<file path="src/rtl/branch_predict_unit.sv">
// branch_predict_unit
//   Execute-stage branch resolution with a bimodal branch history table
//   (BHT) of 2-bit saturating counters that supplies fetch-time predictions.
//   Resolution results are registered (one-cycle latency) together with
//   the mispredict flag and the corrected next PC.
//
//   Optional build macro: BRANCH_STATS_EN adds the saturating branch and
//   mispredict counters o_br_count / o_mp_count.

`ifndef BRANCH_BEQ
`define BRANCH_BEQ      3'd0
`endif
`ifndef BRANCH_BNE
`define BRANCH_BNE      3'd1
`endif
`ifndef BRANCH_BLT
`define BRANCH_BLT      3'd2
`endif
`ifndef BRANCH_BGE
`define BRANCH_BGE      3'd3
`endif
`ifndef BRANCH_BLTU
`define BRANCH_BLTU     3'd4
`endif
`ifndef BRANCH_BGEU
`define BRANCH_BGEU     3'd5
`endif
`ifndef BRANCH_JAL_JALR
`define BRANCH_JAL_JALR 3'd6
`endif

module branch_predict_unit #(
  parameter int         DATA_WIDTH = 32,
  parameter int         PC_WIDTH   = 32,
  parameter int         BHT_DEPTH  = 64,
  parameter logic [1:0] CTR_INIT   = 2'b01
) (
  input  logic                  i_clk,
  input  logic                  i_rst,
  input  logic [PC_WIDTH-1:0]   i_fetch_pc,
  output logic                  o_pred_take,
  input  logic                  i_valid,
  input  logic                  i_branch,
  input  logic [2:0]            i_branch_op,
  input  logic [DATA_WIDTH-1:0] i_a,
  input  logic [DATA_WIDTH-1:0] i_b,
  input  logic [PC_WIDTH-1:0]   i_pc,
  input  logic                  i_pred_take,
  input  logic [PC_WIDTH-1:0]   i_target,
  input  logic                  i_stall,
  input  logic                  i_flush,
  output logic                  o_valid,
  output logic                  o_take,
  output logic                  o_mispredict,
  output logic [PC_WIDTH-1:0]   o_redirect_pc
`ifdef BRANCH_STATS_EN
  ,
  output logic [31:0]           o_br_count,
  output logic [31:0]           o_mp_count
`endif
);

  localparam int IDX_W = (BHT_DEPTH > 1) ? $clog2(BHT_DEPTH) : 1;

  // Two-bit saturating counter step toward the resolved direction.
  function automatic logic [1:0] ctr_next(input logic [1:0] ctr, input logic taken);
    if (taken) return (ctr == 2'b11) ? ctr : ctr + 2'b01;
    else       return (ctr == 2'b00) ? ctr : ctr - 2'b01;
  endfunction

  // Saturating 32-bit event counter increment.
  function automatic logic [31:0] sat_inc32(input logic [31:0] cnt);
    return (cnt == 32'hFFFF_FFFF) ? cnt : cnt + 32'd1;
  endfunction

  logic [1:0]                   bht_q [BHT_DEPTH];
  logic [IDX_W-1:0]             fetch_idx;
  logic [IDX_W-1:0]             upd_idx_p0;
  logic signed [DATA_WIDTH-1:0] a_s_p0;
  logic signed [DATA_WIDTH-1:0] b_s_p0;
  logic                         cond_p0;
  logic                         res_p0;
  logic                         mp_p0;
  logic                         bht_we_p0;
  logic                         out_upd_p0;
  logic [PC_WIDTH-1:0]          pc_plus4_p0;
  logic [PC_WIDTH-1:0]          redir_p0;
  logic                         vld_p1;
  logic                         take_p1;
  logic                         mp_p1;
  logic [PC_WIDTH-1:0]          redir_p1;
  logic                         unused_fetch_bits;

  // ---- stage p0: fetch lookup and execute-stage condition evaluation ----
  assign fetch_idx         = i_fetch_pc[IDX_W+1:2];
  assign upd_idx_p0        = i_pc[IDX_W+1:2];
  assign o_pred_take       = bht_q[fetch_idx][1];
  assign unused_fetch_bits = ^i_fetch_pc;

  assign a_s_p0 = i_a;
  assign b_s_p0 = i_b;

  // Branch condition; anything that is not a recognised branch resolves not-taken.
  always_comb begin
    cond_p0 = 1'b0;
    if (i_branch) begin
      case (i_branch_op)
        `BRANCH_BEQ:      cond_p0 = (i_a == i_b);
        `BRANCH_BNE:      cond_p0 = (i_a != i_b);
        `BRANCH_BLT:      cond_p0 = (a_s_p0 <  b_s_p0);
        `BRANCH_BGE:      cond_p0 = (a_s_p0 >= b_s_p0);
        `BRANCH_BLTU:     cond_p0 = (i_a <  i_b);
        `BRANCH_BGEU:     cond_p0 = (i_a >= i_b);
        `BRANCH_JAL_JALR: cond_p0 = 1'b1;
        default:          cond_p0 = 1'b0;
      endcase
    end
  end

  assign res_p0      = i_valid & i_branch & ~i_flush;
  assign mp_p0       = res_p0 & (cond_p0 != i_pred_take);
  assign pc_plus4_p0 = i_pc + PC_WIDTH'(4);
  assign redir_p0    = res_p0 ? (cond_p0 ? i_target : pc_plus4_p0) : '0;
  // A flush must land even while stalled, so it opens the output register too.
  assign out_upd_p0  = ~i_stall | i_flush;
  assign bht_we_p0   = res_p0 & ~i_stall & (i_branch_op != `BRANCH_JAL_JALR);

  // ---- stage p1: registered resolution result ----
  // Output register: reset clears, stall holds, flush or normal flow reloads.
  always_ff @(posedge i_clk) begin
    if (i_rst) begin
      vld_p1   <= 1'b0;
      take_p1  <= 1'b0;
      mp_p1    <= 1'b0;
      redir_p1 <= '0;
    end else if (out_upd_p0) begin
      vld_p1   <= res_p0;
      take_p1  <= res_p0 & cond_p0;
      mp_p1    <= mp_p0;
      redir_p1 <= redir_p0;
    end
  end

  // BHT training on resolved conditional branches; reads see pre-update values.
  always_ff @(posedge i_clk) begin
    if (i_rst) begin
      for (int i = 0; i < BHT_DEPTH; i++) bht_q[i] <= CTR_INIT;
    end else if (bht_we_p0) begin
      bht_q[upd_idx_p0] <= ctr_next(bht_q[upd_idx_p0], cond_p0);
    end
  end

  assign o_valid       = vld_p1;
  assign o_take        = take_p1;
  assign o_mispredict  = mp_p1;
  assign o_redirect_pc = redir_p1;

`ifdef BRANCH_STATS_EN
  logic [31:0] br_cnt_p1;
  logic [31:0] mp_cnt_p1;

  // Event counters track results actually written into the output register.
  always_ff @(posedge i_clk) begin
    if (i_rst) begin
      br_cnt_p1 <= '0;
      mp_cnt_p1 <= '0;
    end else if (out_upd_p0 && res_p0) begin
      br_cnt_p1 <= sat_inc32(br_cnt_p1);
      if (mp_p0) mp_cnt_p1 <= sat_inc32(mp_cnt_p1);
    end
  end

  assign o_br_count = br_cnt_p1;
  assign o_mp_count = mp_cnt_p1;
`endif

endmodule

</file>
<file path="config.mk">
export PLATFORM = sky130hd
export DESIGN_NAME = branch_predict_unit
export DESIGN_NICKNAME = d
export VERILOG_FILES = /design/src/rtl/branch_predict_unit.sv
export SDC_FILE = /design/constraint.sdc
export NUM_CORES = 1
export LEC_CHECK = 0
export ABC_AREA = 0
export BUFFER_PORTS_ARGS = -buffer_cell sky130_fd_sc_hd__buf_2
export CORE_MARGIN = 3
export CORE_UTILIZATION = 35
export DETAILED_ROUTE_END_ITERATION = 10
export SLEW_MARGIN = 15
export SYNTH_ARGS = -nofsm -noshare
export SYNTH_HDL_FRONTEND = slang
export SYNTH_SLANG_ARGS = --single-unit
</file>
<file path="constraint.sdc">
create_clock -name i_clk -period 8.5 [get_ports i_clk]
set_input_delay 0.85 -clock i_clk [delete_from_list [all_inputs] [get_ports i_clk]]
set_output_delay 0.85 -clock i_clk [all_outputs]
set_load 0.01 [all_outputs]
</file>
* Yosys cells after proc, flatten, opt, wreduce, memory -nomap -nowiden
Memories as Yosys holds them, arrays and structs flattened.
Index checks and enable logic that the tools add are counted.
** Word-level totals
- Input port bits :: 170
- Memories kept :: 1
- Flip-flop bits (word level) :: 35
- Output and inout bits :: 36
- RAM bits :: 128
- Logic and storage cells :: 52
** Operators by class
- Reduce and logical (&&, ||, !) cells :: 3
- Equality and inequality tests :: 11
- $lt $le $gt $ge :: 4
- Muxes and demuxes :: 17
- $add $sub $neg :: 3
- Bitwise operators :: 9
** Memories
- bht_q :: words 64, bits a word 2, read ports 2, clocked after Yosys merged registers in 0, wr ports 64, RTL line 76 : logic [1:0] bht_q [BHT_DEPTH];
** Operators with widths (number)
- $ge A32 B32 Y1 :: 2
- $lt A32 B32 Y1 :: 2
- $mux W32 :: 2
- $add A32 B3 Y32 const B :: 1
- $eq A32 B32 Y1 :: 1
- $ne A32 B32 Y1 :: 1
- $mux W2 :: 6
- $eq A3 B3 Y1 const B :: 3
- $mux W1 :: 7
- $pmux W1 S7 :: 1
- $and A1 B1 Y1 :: 6
- $eq A3 B2 Y1 const B :: 2
- $mux W6 :: 1
- $eq A3 B1 Y1 const B :: 1
- $logic_not A3 Y1 :: 1
- $ne A3 B3 Y1 const B :: 1
- $add A2 B1 Y2 const B :: 1
- $eq A2 B2 Y1 const B :: 1
- $logic_not A2 Y1 :: 1
- $not A1 Y1 :: 2
- $reduce_or A2 Y1 :: 1
- $sub A2 B1 Y2 const B :: 1
- $ne A1 B1 Y1 :: 1
- $or A1 B1 Y1 :: 1

* Depth between registers and ports, before layout
- Depth in word-level cells :: 9
- Mapped depth :: 15
- Gate-level depth less buffers :: 11

* Least setup slack after synthesis
OpenSTA, ideal clock, no wires.
- Kind :: input to output
- From :: input i_fetch_pc[2]
- To :: output o_pred_take
- Stages on the path :: 5
- Data required time :: 7.650 ns
- Path slack :: 4.360 ns
- Data arrival time :: 3.290 ns
- Buffers on the path :: 2
- Cell sequence :: clkbuf_1 -> buf_1 -> mux4_2 -> mux4_2 -> mux4_2
** On the way
- Cells in the longest elaborated chain, start to end :: 1
** RTL lines
- start: declaration :: RTL line 40 : input logic [PC_WIDTH-1:0] i_fetch_pc,
- $mem_v2 Z64 W2
- end: declaration :: RTL line 41 : output logic o_pred_take,
Every way passes these cells.

==> reports/results.txt <==
Status - finished clean
Synth Cell Area - 10070 sq um
CTS hold repair buffers - 0
Vias in the first global route - 8447
I/O pins - 206
I/O Buffers - 179
Gate Count Post-Synth - 989
Final min period - 4.985 ns
H-tree levels - 4
Iter 0 DRT Violations - 975
PD cells - 169.2 nW/um^2
Largest net degree at the start of global routing - 71
Met1 usage - 26.55%
# rows - 61
FF-to-FF path depth - 9
WHS Endpoint - o_redirect_pc[6]$_SDFFE_PP0P_
WP data arrival - 5.11 ns
WL final - 32190 um
Synth async-reset ratio - 0%
Clock transition at path regs - 0.07 ns
Worst vdd ir - 0.1556 mV
Hold Startpoint - o_redirect_pc[6]$_SDFFE_PP0P_
Cell breakdown of the critical path - buf_2 -> clkinv_1 -> and3_1 -> o21ai_0 -> o221ai_1 -> a22oi_1 -> o21ai_0 -> nor3_1 -> maj3_2 -> buf_4 -> nand4_1
Initial Utilization - 35.84%
RSZ-0062 raised after global routing - false
WHS Path Cells - 2
Non-filler cells in the finished layout - 1513
First-pass GRT wire length - 48890 um
Critical path startpoint category - primary input
Met3 GRT Util - 4.885%
Drt first pass iters - 5
Routed via count - 8691
CP max stage delay - 0.89 ns
GRT Total Usage - 20.49%
Worst slew pin tran - 1.029 ns
Die W - 175.6 um
Register area - 4544 sq um
Clock Latency Late Sink - 0.44 ns
Layer with the highest usage - met2
P_leak - 4.463 nW
Multi-input gate area - 4986 sq um
Worst r2r src - bht_q[26][1]$_SDFFCE_PN0P_
Final Cycle Share - 58.64%
CP Capture Type - register
DR WL/cell - 21.27 um
Vias/cell - 5.744
Num CTS Buffers - 17
Crit-path most repeated cell - o21ai_0
Die ar. - 30830 sq um
Min-Delay Path Class - reg2reg
Max_cap viols - 0
HPWL after detailed placement - 21780 um
RePlAce Congestion - 0.8426
Final setup fails - 0
Grt met2 use - 33.48%
RR Endpoint - bht_q[56][0]$_SDFFCE_PN1P_
Mean Syn Cell Area - 10.18 sq um
Number of synthesized register bits - 163
Post_cts resized - 0
CTS root buf - clkbuf_16
Fin. max-slew vios - 0
Hold Fails Final Rpt - 0
Final #Nets - 1324
CTS Buffer Depth - 2
Synth warn - 0
Slew margin rel. - 31.13%
Fmax - 200.6 MHz
Fillers - 2754
Worst-path fanout max - 52
Crit path max-delay cell type - clkinv_1
Setup tns final - 0 ns
Count of clock tree sinks - 163
Post-synthesis cell type count - 66
Synth-to-Final Area Change - 17.03%
R2R setup slack - 5.11 ns
Worst EP required - 8.62 ns
Detail Route Antenna Nets - 0
Fraction of layout cells with a size suffix above 1 - 26.28%
Post-synthesis sequential area ratio - 45.14%
Post-Syn Nets - 1192
DR DRC count - 0
EDFF count, synth - 128
DP Cell Count - 1480
Total gr overflow - 0
Core ar. - 28090 sq um
CP Class - in2reg
Die height - 175.6 um
Setup Skew - 0.01472 ns
Initial antenna violation count - 1
CTS tree - yes
Most used DFF post-synth - edfxtp_1
Postcts setup bufs - 0
flip-flops by register name (all words and copies together), names as in the netlist:
name           cells
o_mispredict       1
o_valid            1
o_redirect_pc     32
o_take             1
bht_q            128
cells in the mapped netlist, types with 11 or more instances:
master | number | area, sq um
nor2_1 | 94 | 352.8
a221oi_1 | 13 | 113.9
ha_1 | 33 | 412.9
a21oi_1 | 36 | 180.2
nand2_1 | 79 | 296.5
clkbuf_1 | 52 | 195.2
mux4_2 | 27 | 608.1
and3_1 | 11 | 68.82
xnor2_1 | 15 | 131.4
nand2b_1 | 26 | 162.7
nand4_1 | 21 | 131.4
or2_2 | 13 | 81.33
buf_2 | 12 | 60.06
a221o_1 | 21 | 210.2
dfxtp_1 | 35 | 700.7
nor4_1 | 23 | 143.9
xor2_1 | 13 | 113.9
a21o_1 | 25 | 187.7
nand3_1 | 65 | 325.3
mux2i_1 | 28 | 280.3
nor3_1 | 34 | 170.2
inv_1 | 35 | 131.4
edfxtp_1 | 128 | 3844
o21ai_0 | 26 | 130.1
critical path: cells and delay by family:
kind	cells	cell delay [ns]
buffers and inverters	3	2.13
adders and majority gates	1	0.48
AOI/OAI and AO/OA	4	0.72
and+or+nand+nor	3	0.84
layer usage:
layer / part of all wire [%] / up-vias
met3: 11 / 66
met1: 40 / 4158
met5: 0 / -
met2: 47 / 514
met4: 2.9 / 0
li1: - / 3953
metrics by stage:
step | hold WS [ns] | area [sq um] | total power [mW] | utilization, % | setup slack [ns]
finish | 0.4538 | 11780 | 1.994 | 41.95 | 3.515
global route | 0.4807 | 11780 | 2.055 | 41.95 | 3.285
CTS | 0.4601 | 11780 | 1.995 | 41.94 | 3.587
detailed placement | 0.4428 | 11170 | 1.196 | 39.78 | 3.148
global placement | 0.4310 | 11170 | 1.193 | 39.78 | 3.163
floorplan | 0.4805 | 10070 | 1.099 | - | 4.360
kinds of logic (layout without fill, tap and decap cells):
kind of cell	Yosys count	after routing	share of synthesized area [%]
other	0	1	0
buffers and inverters	121	266	5.518
xor gates and xnor gates	28	28	2.436
DFF	163	163	45.14
muxes	62	62	9.607
and+or+nand+nor	409	409	20.89
AOI/OAI and AO/OA	171	171	12.08
adders and majority gates	35	35	4.325
worst max-delay path by stage:
stage | endpoint | slack [ns] | cells past startpoint | startpoint
finish | bht_q[56][0]$_SDFFCE_PN1P_ | 3.52 | 11 | i_pc[2]
global route | bht_q[56][0]$_SDFFCE_PN1P_ | 3.29 | 11 | i_pc[2]
CTS | bht_q[56][0]$_SDFFCE_PN1P_ | 3.59 | 11 | i_pc[2]
detailed placement | bht_q[56][0]$_SDFFCE_PN1P_ | 3.15 | 11 | i_pc[2]
global placement | bht_q[56][0]$_SDFFCE_PN1P_ | 3.16 | 11 | i_pc[2]
floorplan | o_pred_take | 4.36 | 5 | i_fetch_pc[2]
placed cells by master (no fill, tap or decap), types with 6 or more instances in the layout:
cell       Yosys  final
buf_2         12    179
edfxtp_1     128    128
nor2_1        94     93
nand2_1       79     79
nand3_1       65     65
a21oi_1       36     36
inv_1         35     35
dfxtp_1       35     35
ha_1          33     33
nor3_1        34     32
mux2i_1       28     28
mux4_2        27     27
nand2b_1      26     26
o21ai_0       26     26
a21o_1        25     25
nor4_1        23     23
nand4_1       21     21
a221o_1       21     21
buf_4          3     18
clkbuf_16      0     17
xnor2_1       15     15
or2_2         13     13
a221oi_1      13     13
xor2_1        13     13
and3_1        11     11
o21bai_1      10     10
nor2b_1        9      8
a22oi_1        8      8
nand3_2        8      8
mux2_2         7      7
o22ai_1        6      6
area by class of cell:
type | instances | area share, %
multi-input combinational | 705 | 42.32
sequential | 163 | 38.57
timing repair buffer | 197 | 8.751
tap | 378 | 4.014
clock buffer | 19 | 3.675
clock inverter | 13 | 1.466
inverter | 37 | 1.179
antenna | 1 | 0.02124
where the power goes:
group / total, mW / switching [mW] / internal [mW]
Clock: 0.812 / 0.345 / 0.467
Combinational: 0.300 / 0.192 / 0.108
Sequential: 0.881 / 0.00893 / 0.873
Total: 1.99 / 0.546 / 1.45
No activity file was read; power rests on OpenSTA's default activity.
